$ cat config.mk
export PLATFORM = sky130hd
export DESIGN_NAME = vrf_bank_read_responder
export DESIGN_NICKNAME = d
export VERILOG_FILES = /design/src/rtl/vrf_pkg.sv /design/src/rtl/vrf_bank_sram.sv /design/src/rtl/vrf_bank_read_responder.sv
export SDC_FILE = /design/constraint.sdc
export NUM_CORES = 2
export LEC_CHECK = 0
export ABC_AREA = 1
export BUFFER_PORTS_ARGS = -buffer_cell sky130_fd_sc_hd__clkbuf_2
export CAP_MARGIN = 25
export CORE_MARGIN = 2
export CORE_UTILIZATION = 45
export DETAILED_ROUTE_END_ITERATION = 16
export PLACE_DENSITY = 0.65
export REMOVE_ABC_BUFFERS = 1
export SLEW_MARGIN = 20
export SYNTH_ARGS = -nofsm -noshare
export SYNTH_HDL_FRONTEND = slang
export SYNTH_SLANG_ARGS = --single-unit
$ cat constraint.sdc
create_clock -name clock -period 3.85 [get_ports clock]
set_input_delay 0.1925 -clock clock [delete_from_list [all_inputs] [get_ports clock]]
set_output_delay 0.1925 -clock clock [all_outputs]
set_load 0.1 [all_outputs]
$ cat src/rtl/vrf_pkg.sv
// ---------------------------------------------------------------------------
// vrf_pkg
// Shared types and constants for the lane VRF read-request interface.
//   vrf_read_req_t   : one read request (register index, word offset, tags)
//   VRF_READ_LATENCY : cycles from request handshake to response
//   bank_addr_width  : bank address width from register index + offset widths
// ---------------------------------------------------------------------------
package vrf_pkg;

    localparam int VRF_READ_LATENCY = 2;

    localparam int VRF_VS_WIDTH     = 5;
    localparam int VRF_OFFSET_WIDTH = 1;
    localparam int VRF_SRC_WIDTH    = 2;
    localparam int VRF_IDX_WIDTH    = 3;

    typedef struct packed {
        logic [VRF_VS_WIDTH-1:0]     vs;
        logic [VRF_OFFSET_WIDTH-1:0] offset;
        logic [VRF_SRC_WIDTH-1:0]    read_source;
        logic [VRF_IDX_WIDTH-1:0]    instruction_index;
    } vrf_read_req_t;

    function automatic int bank_addr_width(input int vs_width, input int offset_width);
        return vs_width + offset_width;
    endfunction

endpackage

$ cat src/rtl/vrf_bank_sram.sv
// ---------------------------------------------------------------------------
// vrf_bank_sram
// Behavioural single-port VRF bank: 1-cycle registered read, byte-masked
// write. Replaced by the SRAM macro for synthesis.
//   clock      : clock
//   read_en    : read strobe; read_data updates on the next edge
//   write_en   : write strobe; masked bytes of write_data stored at addr
//   addr       : shared read/write address
//   write_mask : byte enables
//   write_data : write word
//   read_data  : registered read word (holds when read_en = 0)
// ---------------------------------------------------------------------------
module vrf_bank_sram #(
    parameter int ADDR_WIDTH = 6,
    parameter int DATA_WIDTH = 32
) (
    input  logic                    clock,
    input  logic                    read_en,
    input  logic                    write_en,
    input  logic [ADDR_WIDTH-1:0]   addr,
    input  logic [DATA_WIDTH/8-1:0] write_mask,
    input  logic [DATA_WIDTH-1:0]   write_data,
    output logic [DATA_WIDTH-1:0]   read_data
);

    localparam int DEPTH = 1 << ADDR_WIDTH;

    logic [DATA_WIDTH-1:0] mem [DEPTH];

    // NOTE: the storage array has no reset, like the macro it models;
    // resetting a memory turns it into a huge flop bank.
    always_ff @(posedge clock) begin
        if (write_en) begin
            for (int b = 0; b < DATA_WIDTH/8; b++) begin
                if (write_mask[b]) begin
                    mem[addr][b*8 +: 8] <= write_data[b*8 +: 8];
                end
            end
        end
        if (read_en) begin
            read_data <= mem[addr];
        end
    end

endmodule

$ cat src/rtl/vrf_bank_read_responder.sv
// ---------------------------------------------------------------------------
// vrf_bank_read_responder
// Responder side of the lane VRF read interface. Round-robin arbitrates
// NUM_PORTS read pipes onto one single-ported bank and returns each word
// exactly two cycles after its handshake. Owns the bank write port; a write
// wins the bank and blocks every read that cycle.
//   clock, reset            : clock, synchronous active-high reset
//   req_valid / req_ready   : per-port request handshake (ready is the grant)
//   req_vs, req_offset      : per-port bank address fields
//   req_read_source,
//   req_instruction_index   : per-port tags, echoed on the response
//   write_*                 : bank write port, always accepted
//   resp_valid              : one-hot result valid, one cycle per request
//   resp_data, resp_*       : shared result word and tags (hold when idle)
// ---------------------------------------------------------------------------
module vrf_bank_read_responder
    import vrf_pkg::*;
#(
    parameter int NUM_PORTS    = 3,
    parameter int DATA_WIDTH   = 32,
    parameter int VS_WIDTH     = VRF_VS_WIDTH,
    parameter int OFFSET_WIDTH = VRF_OFFSET_WIDTH,
    parameter int SRC_WIDTH    = VRF_SRC_WIDTH,
    parameter int IDX_WIDTH    = VRF_IDX_WIDTH
) (
    input  logic                              clock,
    input  logic                              reset,
    input  logic [NUM_PORTS-1:0]              req_valid,
    output logic [NUM_PORTS-1:0]              req_ready,
    input  logic [NUM_PORTS*VS_WIDTH-1:0]     req_vs,
    input  logic [NUM_PORTS*OFFSET_WIDTH-1:0] req_offset,
    input  logic [NUM_PORTS*SRC_WIDTH-1:0]    req_read_source,
    input  logic [NUM_PORTS*IDX_WIDTH-1:0]    req_instruction_index,
    input  logic                              write_valid,
    input  logic [VS_WIDTH-1:0]               write_vs,
    input  logic [OFFSET_WIDTH-1:0]           write_offset,
    input  logic [DATA_WIDTH/8-1:0]           write_mask,
    input  logic [DATA_WIDTH-1:0]             write_data,
    output logic [NUM_PORTS-1:0]              resp_valid,
    output logic [DATA_WIDTH-1:0]             resp_data,
    output logic [SRC_WIDTH-1:0]              resp_read_source,
    output logic [IDX_WIDTH-1:0]              resp_instruction_index
);

    localparam int ADDR_WIDTH = bank_addr_width(VS_WIDTH, OFFSET_WIDTH);
    localparam int PTR_WIDTH  = (NUM_PORTS > 1) ? $clog2(NUM_PORTS) : 1;

    logic [PTR_WIDTH-1:0]  ptr;
    logic [PTR_WIDTH-1:0]  win;
    logic [NUM_PORTS-1:0]  grant;
    logic                  fire;
    vrf_read_req_t         sel;
    logic [ADDR_WIDTH-1:0] bank_addr;
    logic [DATA_WIDTH-1:0] sram_rdata;

    // Stage 1: request fired last cycle, SRAM data arriving now.
    logic                 s1_valid;
    logic [PTR_WIDTH-1:0] s1_port;
    logic [SRC_WIDTH-1:0] s1_src;
    logic [IDX_WIDTH-1:0] s1_idx;

    // Stage 2: registered response driving the outputs.
    logic                  s2_valid;
    logic [PTR_WIDTH-1:0]  s2_port;
    logic [DATA_WIDTH-1:0] s2_data;
    logic [SRC_WIDTH-1:0]  s2_src;
    logic [IDX_WIDTH-1:0]  s2_idx;

    // Circular search for the first valid port at or after ptr.
    // NOTE: every variable written here gets a default first, so no path
    // leaves one unassigned and no latch is inferred.
    always_comb begin : rr_search
        int   cand;
        logic found;
        grant = '0;
        win   = '0;
        found = 1'b0;
        cand  = 0;
        for (int k = 0; k < NUM_PORTS; k++) begin
            cand = int'(ptr) + k;
            if (cand >= NUM_PORTS) begin
                cand = cand - NUM_PORTS;
            end
            if (!found && req_valid[cand]) begin
                found       = 1'b1;
                grant[cand] = 1'b1;
                win         = PTR_WIDTH'(cand);
            end
        end
    end

    // A write owns the single bank port, so it suppresses every grant.
    assign req_ready = (reset || write_valid) ? '0 : grant;
    assign fire      = |req_ready;

    always_comb begin
        sel                   = '0;
        sel.vs                = req_vs[win*VS_WIDTH +: VS_WIDTH];
        sel.offset            = req_offset[win*OFFSET_WIDTH +: OFFSET_WIDTH];
        sel.read_source       = req_read_source[win*SRC_WIDTH +: SRC_WIDTH];
        sel.instruction_index = req_instruction_index[win*IDX_WIDTH +: IDX_WIDTH];
    end

    // Reads and writes are mutually exclusive, so one address mux suffices.
    assign bank_addr = write_valid ? {write_vs, write_offset} : {sel.vs, sel.offset};

    vrf_bank_sram #(
        .ADDR_WIDTH (ADDR_WIDTH),
        .DATA_WIDTH (DATA_WIDTH)
    ) u_sram (
        .clock      (clock),
        .read_en    (fire),
        .write_en   (write_valid),
        .addr       (bank_addr),
        .write_mask (write_mask),
        .write_data (write_data),
        .read_data  (sram_rdata)
    );

    // NOTE: state registers use non-blocking assignments so every flop
    // samples the pre-edge values regardless of statement order.
    always_ff @(posedge clock) begin
        if (reset) begin
            ptr <= '0;
        end else if (fire) begin
            ptr <= (int'(win) == NUM_PORTS - 1) ? '0 : win + 1'b1;
        end
    end

    always_ff @(posedge clock) begin
        if (reset) begin
            s1_valid <= 1'b0;
            s1_port  <= '0;
            s1_src   <= '0;
            s1_idx   <= '0;
            s2_valid <= 1'b0;
            s2_port  <= '0;
            s2_data  <= '0;
            s2_src   <= '0;
            s2_idx   <= '0;
        end else begin
            s1_valid <= fire;
            if (fire) begin
                s1_port <= win;
                s1_src  <= sel.read_source;
                s1_idx  <= sel.instruction_index;
            end
            s2_valid <= s1_valid;
            // Result fields only move on a real return, so they hold when idle.
            if (s1_valid) begin
                s2_port <= s1_port;
                s2_data <= sram_rdata;
                s2_src  <= s1_src;
                s2_idx  <= s1_idx;
            end
        end
    end

    always_comb begin
        resp_valid = '0;
        if (s2_valid) begin
            resp_valid[s2_port] = 1'b1;
        end
    end

    assign resp_data              = s2_data;
    assign resp_read_source       = s2_src;
    assign resp_instruction_index = s2_idx;

endmodule
==> metrics.md <==
| Metric | Value |
|---|---|
| Most used flip-flop cell after synthesis | edfxtp_1 |
| Antenna Nets Post-Route | 0 |
| Clock Latency Late Sink | 0.89 ns |
| Number of CTS-inserted buffers | 211 |
| Seq. cell area | 0.06347 mm^2 |
| Result of the run | finished, final reports clean |
| Synth Area in Compound Gates | 0.4168% |
| Share of layout cells above drive strength 1 | 12.01% |
| Type of element capturing the critical path | flip-flop |
| TritonCTS clock tree | yes |
| Nets | 9700 |
| H-tree depth reported by CTS | 4 |
| Clock Tree Buf Depth | 3 |
| DIE WIDTH | 455.8 um |
| Average instance area after synthesis | 9.989 um^2 |
| Simple-gate share of the synthesized area | 27.52% |
| WP data arrival | 4.28 ns |
| Die height | 455.8 um |
| Minimum clock period | 3.702 ns |
| # IOs | 124 |
| Leakage power | 0.04463 uW |
| Gate Count Post-Synth | 9195 |
| Initial cell density of the core | 45.35% |
| Violation count after the first detailed-routing iteration | 7608 |
| Sinks on Clock Net | 2130 |
| Total number of placement rows | 165 |
| Worst Hold Slack | 0.05268 ns |
| Leading cell types by total area after synthesis | edfxtp_1, nand2_1, nand3_1, buf_2, nor2_1 |
| CP required | 4.43 ns |
| Antenna violations before repair | 4 |
| Seq/Total Area, Yosys | 69.09% |
| Number of different library cells in the post-synthesis netlist | 33 |
| Total power per unit cell area | 640.5 mW/mm^2 |
| Min-Delay Path Class | in -> reg |
| Total negative slack for setup checks | 0 ns |
| Full die area | 0.2077 mm^2 |
| Number of global-route vias before repair | 64.26k |
| Maximum vdd drop | 0.0007012 V |
| Cell area after synthesis | 0.09185 mm^2 |
| Core Footprint | 0.2025 mm^2 |
| Setup Crit Path Kind | reg -> reg |
| Number of flops mapped to enable cells by yosys | 2080 |
| Routed length per instance | 21.67 um |
| Worst clock skew on the final layout | 0.06478 ns |
| Portion of netlist area occupied by mux cells | 0% |
| Clock root buffer master | clkbuf_16 |
| Post-Layout Inst Area | 0.1072 mm^2 |
| Unrepaired setup endpoints after global routing | true |
| Post-synth top area share | 68.00% |
| Wire length of the first global-routing pass | 400.2 mm |
| Fmax achieved | 0.2701 GHz |
| Utilization after layout | 52.93% |
| HPWL reported at the end of detailed placement | 170.3 mm |
| Filler Cells Inserted | 17.46k |
| Number of design rule violations left after detail routing | 0 |
| First drt pass iteration count | 6 |
| Clock transition at the register clock pins on the worst setup and hold paths after CTS | 0.06 ns |
| MaxCap Viol Count | 0 |
| Area added between synthesis and finish | 16.70% |
| Combinational family with the most area after synthesis | simple AND/OR/NAND/NOR gates |
| Most area-hungry cell type in the Yosys netlist | edfxtp_1 |
| Routability-driven placement congestion ratio | 0.9537 |
| Largest net degree at the start of global routing | 145 |
| Fin. Hold Viols | 0 |
| Yosys reg bits | 2130 |
| Yosys warning total | 0 |
| Mean number of vias per cell | 5.400 |
| Area after detailed placement | 0.09915 mm^2 |
| Tightest slew margin relative to the limit | 25.01% |
| Global-route total usage across every layer | 25.34% |
| Synth async-reset ratio | 0% |
| Adder-cell area share of the yosys netlist | 0.05449% |
| Worst Tran Pin Value | 1.125 ns |
| Area occupied by multi-input gates | 0.02613 mm^2 |
| Post-Route WL | 270.1 mm |
| Synthesized-area fraction occupied by xor and xnor cells | 0% |
| Via count | 67.31k |
| GRT overflow | 0 |
| # setup viols final | 0 |
| Count of pins over their slew limit | 0 |
| Portion of the clock cycle consumed by the worst path in the final layout | 96.17% |
| Crit start category | flip-flop |
| Port bufs | 123 |
| Maximum fanout count along the critical path | 12 |
-- power breakdown --
| group | leakage (uW) | switching, uW | internal [uW] |
|---|---|---|---|
| logic | 0.0221 | 15300 | 6290 |
| registers | 0.0191 | 205 | 26200 |
| clock network | 0.00341 | 8990 | 11700 |
| total | 0.0446 | 24500 | 44200 |
-- synthesized netlist by cell type (4+ instances only) --
master and count:
nand2_1 5021, edfxtp_1 2080, nand3_1 1004, nor2_1 329, buf_2 280, clkbuf_1 270
dfxtp_1 50, a21oi_1 46, buf_1 26, inv_1 25, nor3_1 10, inv_2 8
a31oi_1 7, nor3_2 6, o21ai_0 6, ha_1 4
-- registers in the layout, summed over array words and instances, names as in the netlist --
signal and cells:
s2_port 2, s1_src 2, resp_read_source 2, ptr 2, s1_port 2, s1_idx 3, resp_data 32, s2_valid 1
s1_valid 1, resp_instruction_index 3, u_sram.mem 2048, u_sram.read_data 32
-- final timing paths --
path | startpoint | to | slack [ns] | depth (start not counted)
max | ptr[0] | u_sram.mem[40][27] | 0.15 | 21
min | write_data[14] | u_sram.mem[55][14] | 0.05 | 1
max reg2reg | ptr[0] | u_sram.mem[40][27] | 0.15 | 21
min reg2reg | s1_idx[2] | resp_instruction_index[2] | 0.46 | 2
-- cell usage in the layout, fill, tap and decap left out, drive strengths merged, types with 19 or more instances in the layout --
cell / instances
nand3: 1004
buf: 643
a21oi: 47
dlygate4sd3: 19
dfxtp: 50
clkinv: 91
inv: 40
edfxtp: 2080
bufinv: 20
clkbuf: 393
nor2: 330
nand2: 5021
-- metrics by stage --
stage / worst slack [ns] / instances / power, uW
2_1_floorplan: -61.83 / 8615 / 35140
3_3_place_gp: -0.5258 / 12019 / 47530
3_5_place_dp: -0.4517 / 12023 / 47670
4_1_cts: -0.01683 / 12436 / 68360
5_1_grt: -0.04099 / 12464 / 71880
6_report: 0.1476 / 12465 / 68660
-- final cells by class --
type                            count  area share [%]
Clock inverter                    120           1.290
Multi-Input combinational cell   6451           24.38
Inverter                           35          0.1471
Sequential cell                  2130           59.21
Clock buffer                      269           5.241
Antenna cell                        2        0.004669
Timing Repair Buffer              786           6.609
Tap cell                         2672           3.119
-- cells by family after synthesis --
family	after synthesis
flops	2130
compound gates	70
simple gates	6376
fa+ha+maj	4
buf+inv	615
-- critical path, stage by stage (launching register included) --
cell	delay, ns
dfxtp_4	0.36
inv_1	0.08
ha_4	0.28
inv_4	0.08
nand2_1	0.06
nand3_1	0.06
nand2_1	0.07
nand2_1	0.08
inv_2	0.04
nand2_1	0.09
nand2_2	0.11
buf_4	0.17
o21ai_1	0.13
nand3_1	0.14
nand2_4	0.27
inv_8	0.14
nor3_4	0.34
buf_4	0.21
nand2_1	0.07
buf_4	0.17
nor2_1	0.19
buf_4	0.24
-- what timing repair did --
action | 4_1_cts | 5_1_grt
hold endpoints to repair | 61 | 72
endpoints found under the setup margin | 2049 | 2080
resized for setup | 42 | 100
hold buffers | 14 | 5
buffers inserted | 11 | 14
pin swaps | 4 | 18
cloned | 0 | 4
-- routing by layer --
layer  GRT usage, %  routed length (um)  vias to the layer above
met4          11.02               11640                        4
met2          39.90              123900                     3129
met5              0                  28                        -
met3          4.602               24320                      470
met1          34.52              110200                    32369
li1               -                   -                    31341
No activity file was read; power rests on OpenSTA's default activity.
